[config.mk]
export PLATFORM = sky130hd
export DESIGN_NAME = rr_mux
export DESIGN_NICKNAME = d
export VERILOG_FILES = /design/src/rtl/rr_mux.sv
export SDC_FILE = /design/constraint.sdc
export NUM_CORES = 1
export LEC_CHECK = 0
export BUFFER_PORTS_ARGS = -buffer_cell sky130_fd_sc_hd__buf_4
export CORE_ASPECT_RATIO = 2
export CORE_MARGIN = 3
export CORE_UTILIZATION = 35
export DETAILED_ROUTE_END_ITERATION = 10
export HOLD_SLACK_MARGIN = 0.15
export PLACE_DENSITY = 0.72
export SYNTH_ARGS = -nofsm -noshare
export SYNTH_HDL_FRONTEND = slang
export SYNTH_SLANG_ARGS = --single-unit
[constraint.sdc]
create_clock -name clk -period 4.06 [get_ports clk]
set_input_delay 0 -clock clk [delete_from_list [all_inputs] [get_ports clk]]
set_output_delay 0 -clock clk [all_outputs]
set_load 0.005 [all_outputs]
[src/rtl/rr_mux.sv]
// Registered round-robin valid/ready multiplexer for CHANNELS input streams.
// Define RR_MUX_LOCK_EN to hold the grant on one channel until its in_last word.
module rr_mux #(
  parameter int N        = 32,
  parameter int CHANNELS = 8,
  localparam int SW      = $clog2(CHANNELS)
) (
  input  logic                  clk,
  input  logic                  rst,
  input  logic [CHANNELS*N-1:0] in_data,
  input  logic [CHANNELS-1:0]   in_valid,
  input  logic [CHANNELS-1:0]   in_last,
  output logic [CHANNELS-1:0]   in_ready,
  output logic [N-1:0]          out_data,
  output logic [SW-1:0]         out_sel,
  output logic                  out_last,
  output logic                  out_valid,
  input  logic                  out_ready
);

  localparam logic [CHANNELS-1:0] ONE = CHANNELS'(1);

  logic [SW-1:0]       ptr;
  logic [SW-1:0]       ptr_nx;
  logic [SW-1:0]       grant;
  logic [CHANNELS-1:0] elig;
  logic                any;
  logic                load;
  logic                xfer;

  assign load = !out_valid || out_ready;
  assign xfer = load && any && !rst;

`ifdef RR_MUX_LOCK_EN
  typedef enum logic {IDLE, LOCKED} lock_t;

  lock_t         state;
  lock_t         state_nx;
  logic [SW-1:0] lock_ch;
  logic [SW-1:0] lock_ch_nx;

  always_comb begin
    if (state == LOCKED) elig = in_valid & (ONE << lock_ch);
    else elig = in_valid;
  end

  always_comb begin
    state_nx   = state;
    lock_ch_nx = lock_ch;
    if (xfer) begin
      if (state == IDLE && !in_last[grant]) begin
        state_nx   = LOCKED;
        lock_ch_nx = grant;
      end else if (state == LOCKED && in_last[grant]) begin
        state_nx = IDLE;
      end
    end
  end

  always_ff @(posedge clk) begin
    if (rst) begin
      state   <= IDLE;
      lock_ch <= '0;
    end else begin
      state   <= state_nx;
      lock_ch <= lock_ch_nx;
    end
  end
`else
  assign elig = in_valid;
`endif

  // Walk offsets from the top down so the closest eligible channel to ptr wins.
  always_comb begin
    int idx;
    any   = 1'b0;
    grant = '0;
    idx   = 0;
    for (int k = CHANNELS - 1; k >= 0; k--) begin
      idx = int'(ptr) + k;
      if (idx >= CHANNELS) idx = idx - CHANNELS;
      if (elig[idx]) begin
        any   = 1'b1;
        grant = SW'(idx);
      end
    end
  end

  assign ptr_nx   = (grant == SW'(CHANNELS - 1)) ? '0 : grant + 1'b1;
  assign in_ready = xfer ? (ONE << grant) : '0;

  always_ff @(posedge clk) begin
    if (rst) begin
      out_valid <= 1'b0;
      out_data  <= '0;
      out_sel   <= '0;
      out_last  <= 1'b0;
      ptr       <= '0;
    end else if (load) begin
      if (any) begin
        out_valid <= 1'b1;
        out_data  <= in_data[int'(grant)*N +: N];
        out_sel   <= grant;
        out_last  <= in_last[grant];
        ptr       <= ptr_nx;
      end else begin
        out_valid <= 1'b0;
      end
    end
  end

endmodule

# == Word-level counts from Yosys, hierarchy flattened ==
# Cells that the tools add are included.
# totals
regBits,40
# op_classes
reduce_logical,6
n_lt_le_gt_ge,17
n_mux,53
n_shift,2
n_eq_ne,1
add_sub_neg,16
# op_table
op,count
32-bit by 5-bit < comparator with 1-bit output (second input constant),8
32-bit two-way mux,8
256-bit by 9-bit variable part select with 32-bit output,1
4-bit by 4-bit subtractor with 5-bit output (second input constant),7
4-bit greater-or-equal comparator (second input constant),7
1-bit binary-select mux with 3-bit select,9
3-bit two-way mux,9
1-bit two-way mux,26
3-bit by 3-bit adder with 4-bit output (second input constant),4
3-bit by 2-bit adder with 4-bit output (second input constant),2
8-bit two-way mux,1
1-bit by 3-bit left shift with 8-bit output (first input constant),1
3-bit by 4-bit subtractor with 5-bit output (second input constant),1
3-bit by 1-bit adder with 4-bit output (second input constant),1
3-bit by 4-bit greater-or-equal comparator with 1-bit output (second input constant),1
3-bit by 4-bit < comparator with 1-bit output (second input constant),1
3-bit by 1-bit adder with 3-bit output (second input constant),1
3-bit == test (second input constant),1
1-bit logical AND,2
1-bit zero test,2
2-bit AND reduction,1
1-bit logical OR,1

# == Longest topological paths before layout ==
# logic_depth
word_depth,17
depth_mapped,16

# == Worst setup path before layout ==
# Ideal clock, no wire load.
# synth_timing
path_kind,register to register
start,reg ptr[1]
end,reg out_data[0]
t_arrival_ns,3.383
required_time_ns,3.938
setup_ns,0.122
path_stages_with_launch,13
path_buffers,3
synth_period_minus_slack_ns,3.505
path_slack_ns,0.555
cell_sequence,dfxtp_1 > buf_2 > inv_1 > ha_1 > clkbuf_1 > mux4_2 > mux2_2 > a2111oi_0 > a211oi_1 > o221ai_2 > clkbuf_1 > nor4_1 > a221o_1
# synth_via
elab_chain_cells,15
# synth_rtl
item,line,text
"start, declared",23,logic [SW-1:0] ptr;
"start signal, assigned",105,ptr <= ptr_nx;
3-bit by 3-bit adder with 4-bit output,80,idx = int'(ptr) + k;
4-bit by 4-bit subtractor with 5-bit output or 4-bit greater-or-equal comparator (tied branches),81,if (idx >= CHANNELS) idx = idx - CHANNELS;
32-bit two-way mux,81,
1-bit binary-select mux with 3-bit select,82,if (elig[idx]) begin
1-bit two-way mux (not written as such) (2 in a row),82,
3-bit two-way mux or 1-bit two-way mux (tied branches) (8 in a row),82,
256-bit by 9-bit variable part select with 32-bit output or 2-bit AND reduction (tied branches),-,
"end signal, assigned",102,out_data <= in_data[int'(grant)*N +: N];
"end, declared",14,"output logic [N-1:0] out_data,"
# Several ways; a longest one is shown, not always the timed one. The select of a mux whose other input is x is not followed.
# A chain may end at the register's enable or synchronous reset.

# == Worst setup path after layout ==
# layout_timing
start,reg ptr[0]
end,out in_ready[2]
# layout_via
elab_chain_cells,17
# layout_rtl
item,line,text
3-bit by 3-bit adder with 4-bit output,80,
4-bit by 4-bit subtractor with 5-bit output or 4-bit greater-or-equal comparator (tied branches),81,
32-bit two-way mux,81,
1-bit binary-select mux with 3-bit select,82,
1-bit two-way mux (not written as such) (2 in a row),82,
1-bit two-way mux (8 in a row),82,
1-bit logical AND (2 in a row),32,assign xfer = load && any && !rst;
8-bit two-way mux (*),90,assign in_ready = xfer ? (ONE << grant) : '0;
"end, declared",13,"output logic [CHANNELS-1:0] in_ready,"
# Mark *: on every way between the ends. The rest lies on a longest branch, timed or not. The select of a mux whose other input is x is not followed.

==> impl_metrics.csv <==
group,metric,value,unit
place,portBuffers,319,
logic_synthesis,syn_nets,899,
logic_synthesis,syn_area_per_cell,8.78,sq um
detailed_routing,drc_errors,0,
critical_path,r2r_cells,11,
finish,fin_cells,1148,
worst_hold_path,hp-class,"input port to flop",
detailed_routing,drt_iter0_markers,315,
finish,multi_input_area,0.00420,sq mm
timing,fin_tns_setup,0,ns
critical_path,cp_cell_sequence,"inv_1, ha_1, mux4_2, mux2_2, a2111oi_0, a211oi_1, o221ai_4, buf_8, nor4b_1, buf_4",
clock_tree,cts_setup_buffers,0,
floorplanning,dieArea,0.0172,sq mm
status,status,"complete, no violations",
logic_synthesis,yosysTopAreaCellShare,20.9,%
place,place_congestion,0.991,
floorplanning,start_util,35.7,%
critical_path,arrival,3.69,ns
logic_synthesis,ys.flop_type,"dfxtp_1",
timing,fin_ws,0.368,ns
finish,stdcell_area,0.00878,sq mm
timing,maxSlewHeadroom,42.2,%
detailed_routing,num_vias,6913,
timing,skew,0.00691,ns
place,dp.cells,1094,
grt,grt_pass1_vias,7055,
finish,fillCellCount,1386,
detailed_routing,firstDrtPassIters,8,
clock_tree,cts_max_level,2,
detailed_routing,via_per_inst,6.02,
grt,antenna_found_initial,2,
floorplanning,die_x,94.3,microns
critical_path,crit_path_end_kind,"output port",
grt,gr-total-overflow,0,
critical_path,start_kind,"flop",
detailed_routing,routedWlPerCell,22.7,microns
clock_tree,path_clk_slew,0.07,ns
clock_tree,clock_latency,0.30,ns
power_and_ir_drop,power_density,911,mW/mm^2
place,post-place-ws,0.298,ns
logic_synthesis,ys_seq_elements,40,
detailed_routing,routed_wl,26.0,mm
critical_path,worstSetupStartpoint,"ptr[0]",
grt,grt_max_degree,69,
critical_path,r2r_end,"out_data[19]",
critical_path,rr_startpoint,"ptr[0]",
logic_synthesis,synth.distinct_cells,50,
logic_synthesis,syn-cell-area,0.00546,sq mm
grt,grt_pass1_wl,38.0,mm
timing,worstMarginPinSlew,0.867,ns
power_and_ir_drop,ir_drop,0.000650,V
detailed_routing,drtAntennaViolNets,0,
power_and_ir_drop,p_leak,3.95,nW
clock_tree,cts_buffer_depth,2,
timing,fmax,0.271,GHz
timing,post-route-period-util,90.9,%
worst_hold_path,hold-path-cell-count,4,
critical_path,cp_slowest_cell,"ha_1",
place,dpl_cell_area,0.00813,sq mm
timing,setup_viol,0,
clock_tree,cts_root_buffer,"clkbuf_16",
logic_synthesis,synth_area_leader_cell,"mux2i_1",
place,dp_hpwl,19.3,mm
logic_synthesis,synth.area.top_cells,"mux2i_1 21%, dfxtp_1 15%, a221oi_1 11%, a221o_1 6.2%, mux2_1 5.4%",
floorplanning,row_count,64,
floorplanning,ios,320,
finish,nets,1226,
critical_path,crit_path_max_fanout,44,
logic_synthesis,yosysSeqAreaShare,14.7,%
critical_path,r2r_slack,0.37,ns
timing,maxSlewViolCount,0,
critical_path,cp-endpoint,"in_ready[2]",
clock_tree,cts_buffers,5,
timing,period_minus_slack,3.69,ns
timing,hold_viol,0,
critical_path,path_class,"flop to output port",
timing,rsz0062_at_grt,"no",
clock_tree,cts_tree,"built",
critical_path,cp_slowest_stage_delay,0.47,ns
floorplanning,die_h,183,microns
finish,diodes,0,
grt,grt.total_usage,28.4,%
finish,areaGrowthSynthToFinish,60.7,%
critical_path,crit_required,4.06,ns
logic_synthesis,ys_warn_count,0,
finish,drive_gt1_share,42.5,%
finish,register_area,806,sq um
logic_synthesis,synth_cells,622,
clock_tree,cts.sinks,40,
logic_synthesis,async_flop_share,0,%
floorplanning,core,0.0153,sq mm
job,max_cap_viol_count,0,
logic_synthesis,synth-edff-count,0,
-- per-layer routing --
metal | vias to the layer above | track usage [%] | share of wire [%]
met2 | 362 | 53.2 | 54
met1 | 3256 | 30.3 | 34
li1 | 3215 | - | -
met3 | 76 | 3.71 | 7.0
met5 | - | 0 | 0.10
met4 | 4 | 13.9 | 4.8
-- power by group --
group          switching, mW  leakage [nW]  total (mW)  internal (mW)
registers              0.121         0.333       0.680          0.560
logic                   3.80          3.53        6.83           3.02
clock network          0.198        0.0798       0.488          0.290
-- cells in the mapped netlist, types with 2 or more instances --
master,instances
a211oi_1,4
a21boi_0,33
a21oi_1,4
a21oi_2,2
a221o_1,34
a221oi_1,67
a22o_1,2
a22oi_1,4
and2_1,4
and3_1,2
buf_1,7
buf_2,21
buf_4,6
buf_6,4
clkbuf_1,43
dfxtp_1,40
ha_1,2
inv_1,38
mux2_1,26
mux2_2,12
mux2i_1,114
mux4_2,10
nand2_1,11
nand2b_1,4
nor2_1,12
nor2b_1,2
nor3_1,8
nor4_1,42
nor4b_1,2
o21ai_0,5
o311ai_0,33
o31ai_1,2
xnor2_1,3
xor2_1,3
-- how the worst min path moves through the flow --
| stage | from | endpoint | slack, ns |
|---|---|---|---|
| after floorplan | out_ready | out_valid | 0.20 |
| after global placement | rst | ptr[0] | 0.26 |
| after detailed placement | rst | ptr[0] | 0.27 |
| after CTS | in_data[108] | out_data[12] | 0.15 |
| after global routing | in_data[240] | out_data[16] | 0.16 |
| final | in_data[126] | out_data[30] | 0.14 |
-- logic make-up after synthesis --
| family | after synthesis | synth area share, % |
|---|---|---|
| adders and majority gates | 2 | 0.458 |
| AOI/OAI and AO/OA | 200 | 31.6 |
| DFF | 40 | 14.7 |
| xor gates and xnor gates | 6 | 0.963 |
| and+or+nand+nor | 92 | 9.56 |
| buffers and inverters | 120 | 9.90 |
| muxes | 162 | 32.9 |
-- flip-flops by register name, indices dropped and copies added (netlist names) --
name and count:
out_last 1, out_data 32, ptr 3, out_sel 3
out_valid 1
-- cell usage in the layout (no fill, tap or decap), types with 2 or more instances in the layout --
cell type,synthesis,routed
o311ai_0,33,33
a21boi_0,33,33
a221oi_1,67,67
a211oi_1,4,4
buf_12,0,6
nor3_1,8,8
and2_1,4,3
a21oi_2,2,2
dlygate4sd3_1,0,45
buf_4,6,348
o21ai_0,5,5
mux2_2,12,12
nand2b_1,4,3
o31ai_1,2,2
ha_1,2,2
xnor2_1,3,3
nand2_1,11,11
a22oi_1,4,4
nor2b_4,0,2
a22o_1,2,2
xor2_1,3,3
a221o_1,34,34
nor2_1,12,11
a21oi_1,4,4
mux2_1,26,26
mux2i_1,114,113
inv_1,38,38
nor4_1,42,42
nor4b_1,2,2
clkbuf_16,0,5
and3_1,2,2
mux4_2,10,10
dfxtp_1,40,38
-- layout make-up --
type / instances / share of cell area, %
well taps: 198 / 2.82
clock inverters: 3 / 0.485
clock buffers: 5 / 1.43
multi-input cells: 463 / 47.9
repair buffers: 401 / 36.6
flip-flops and latches: 40 / 9.18
inverters: 38 / 1.63
-- critical path, delay by kind of cell, from the launching register on --
family	cells	cell delay [ns]
adders and majority gates	1	0.47
and+or+nand+nor	1	0.27
DFF	1	0.43
muxes	2	0.79
AOI/OAI and AO/OA	3	0.84
buffers and inverters	3	0.58
-- timing repair --
action	4_1_cts	5_1_grt
endpoints found under the hold margin	22	0
endpoints found under the setup margin	0	21
gates resized for setup	0	6
hold buffers	45	0
-- metrics by stage --
stage	power, mW	hold WS, ns	utilization (%)
after global routing	8.55	0.162	57.4
final	7.99	0.145	57.4
after CTS	7.92	0.150	57.2
after floorplan	5.38	0.198	-
after detailed placement	7.37	0.266	53.2
after global placement	7.29	0.261	53.2
(Power assumes the default switching activity.)
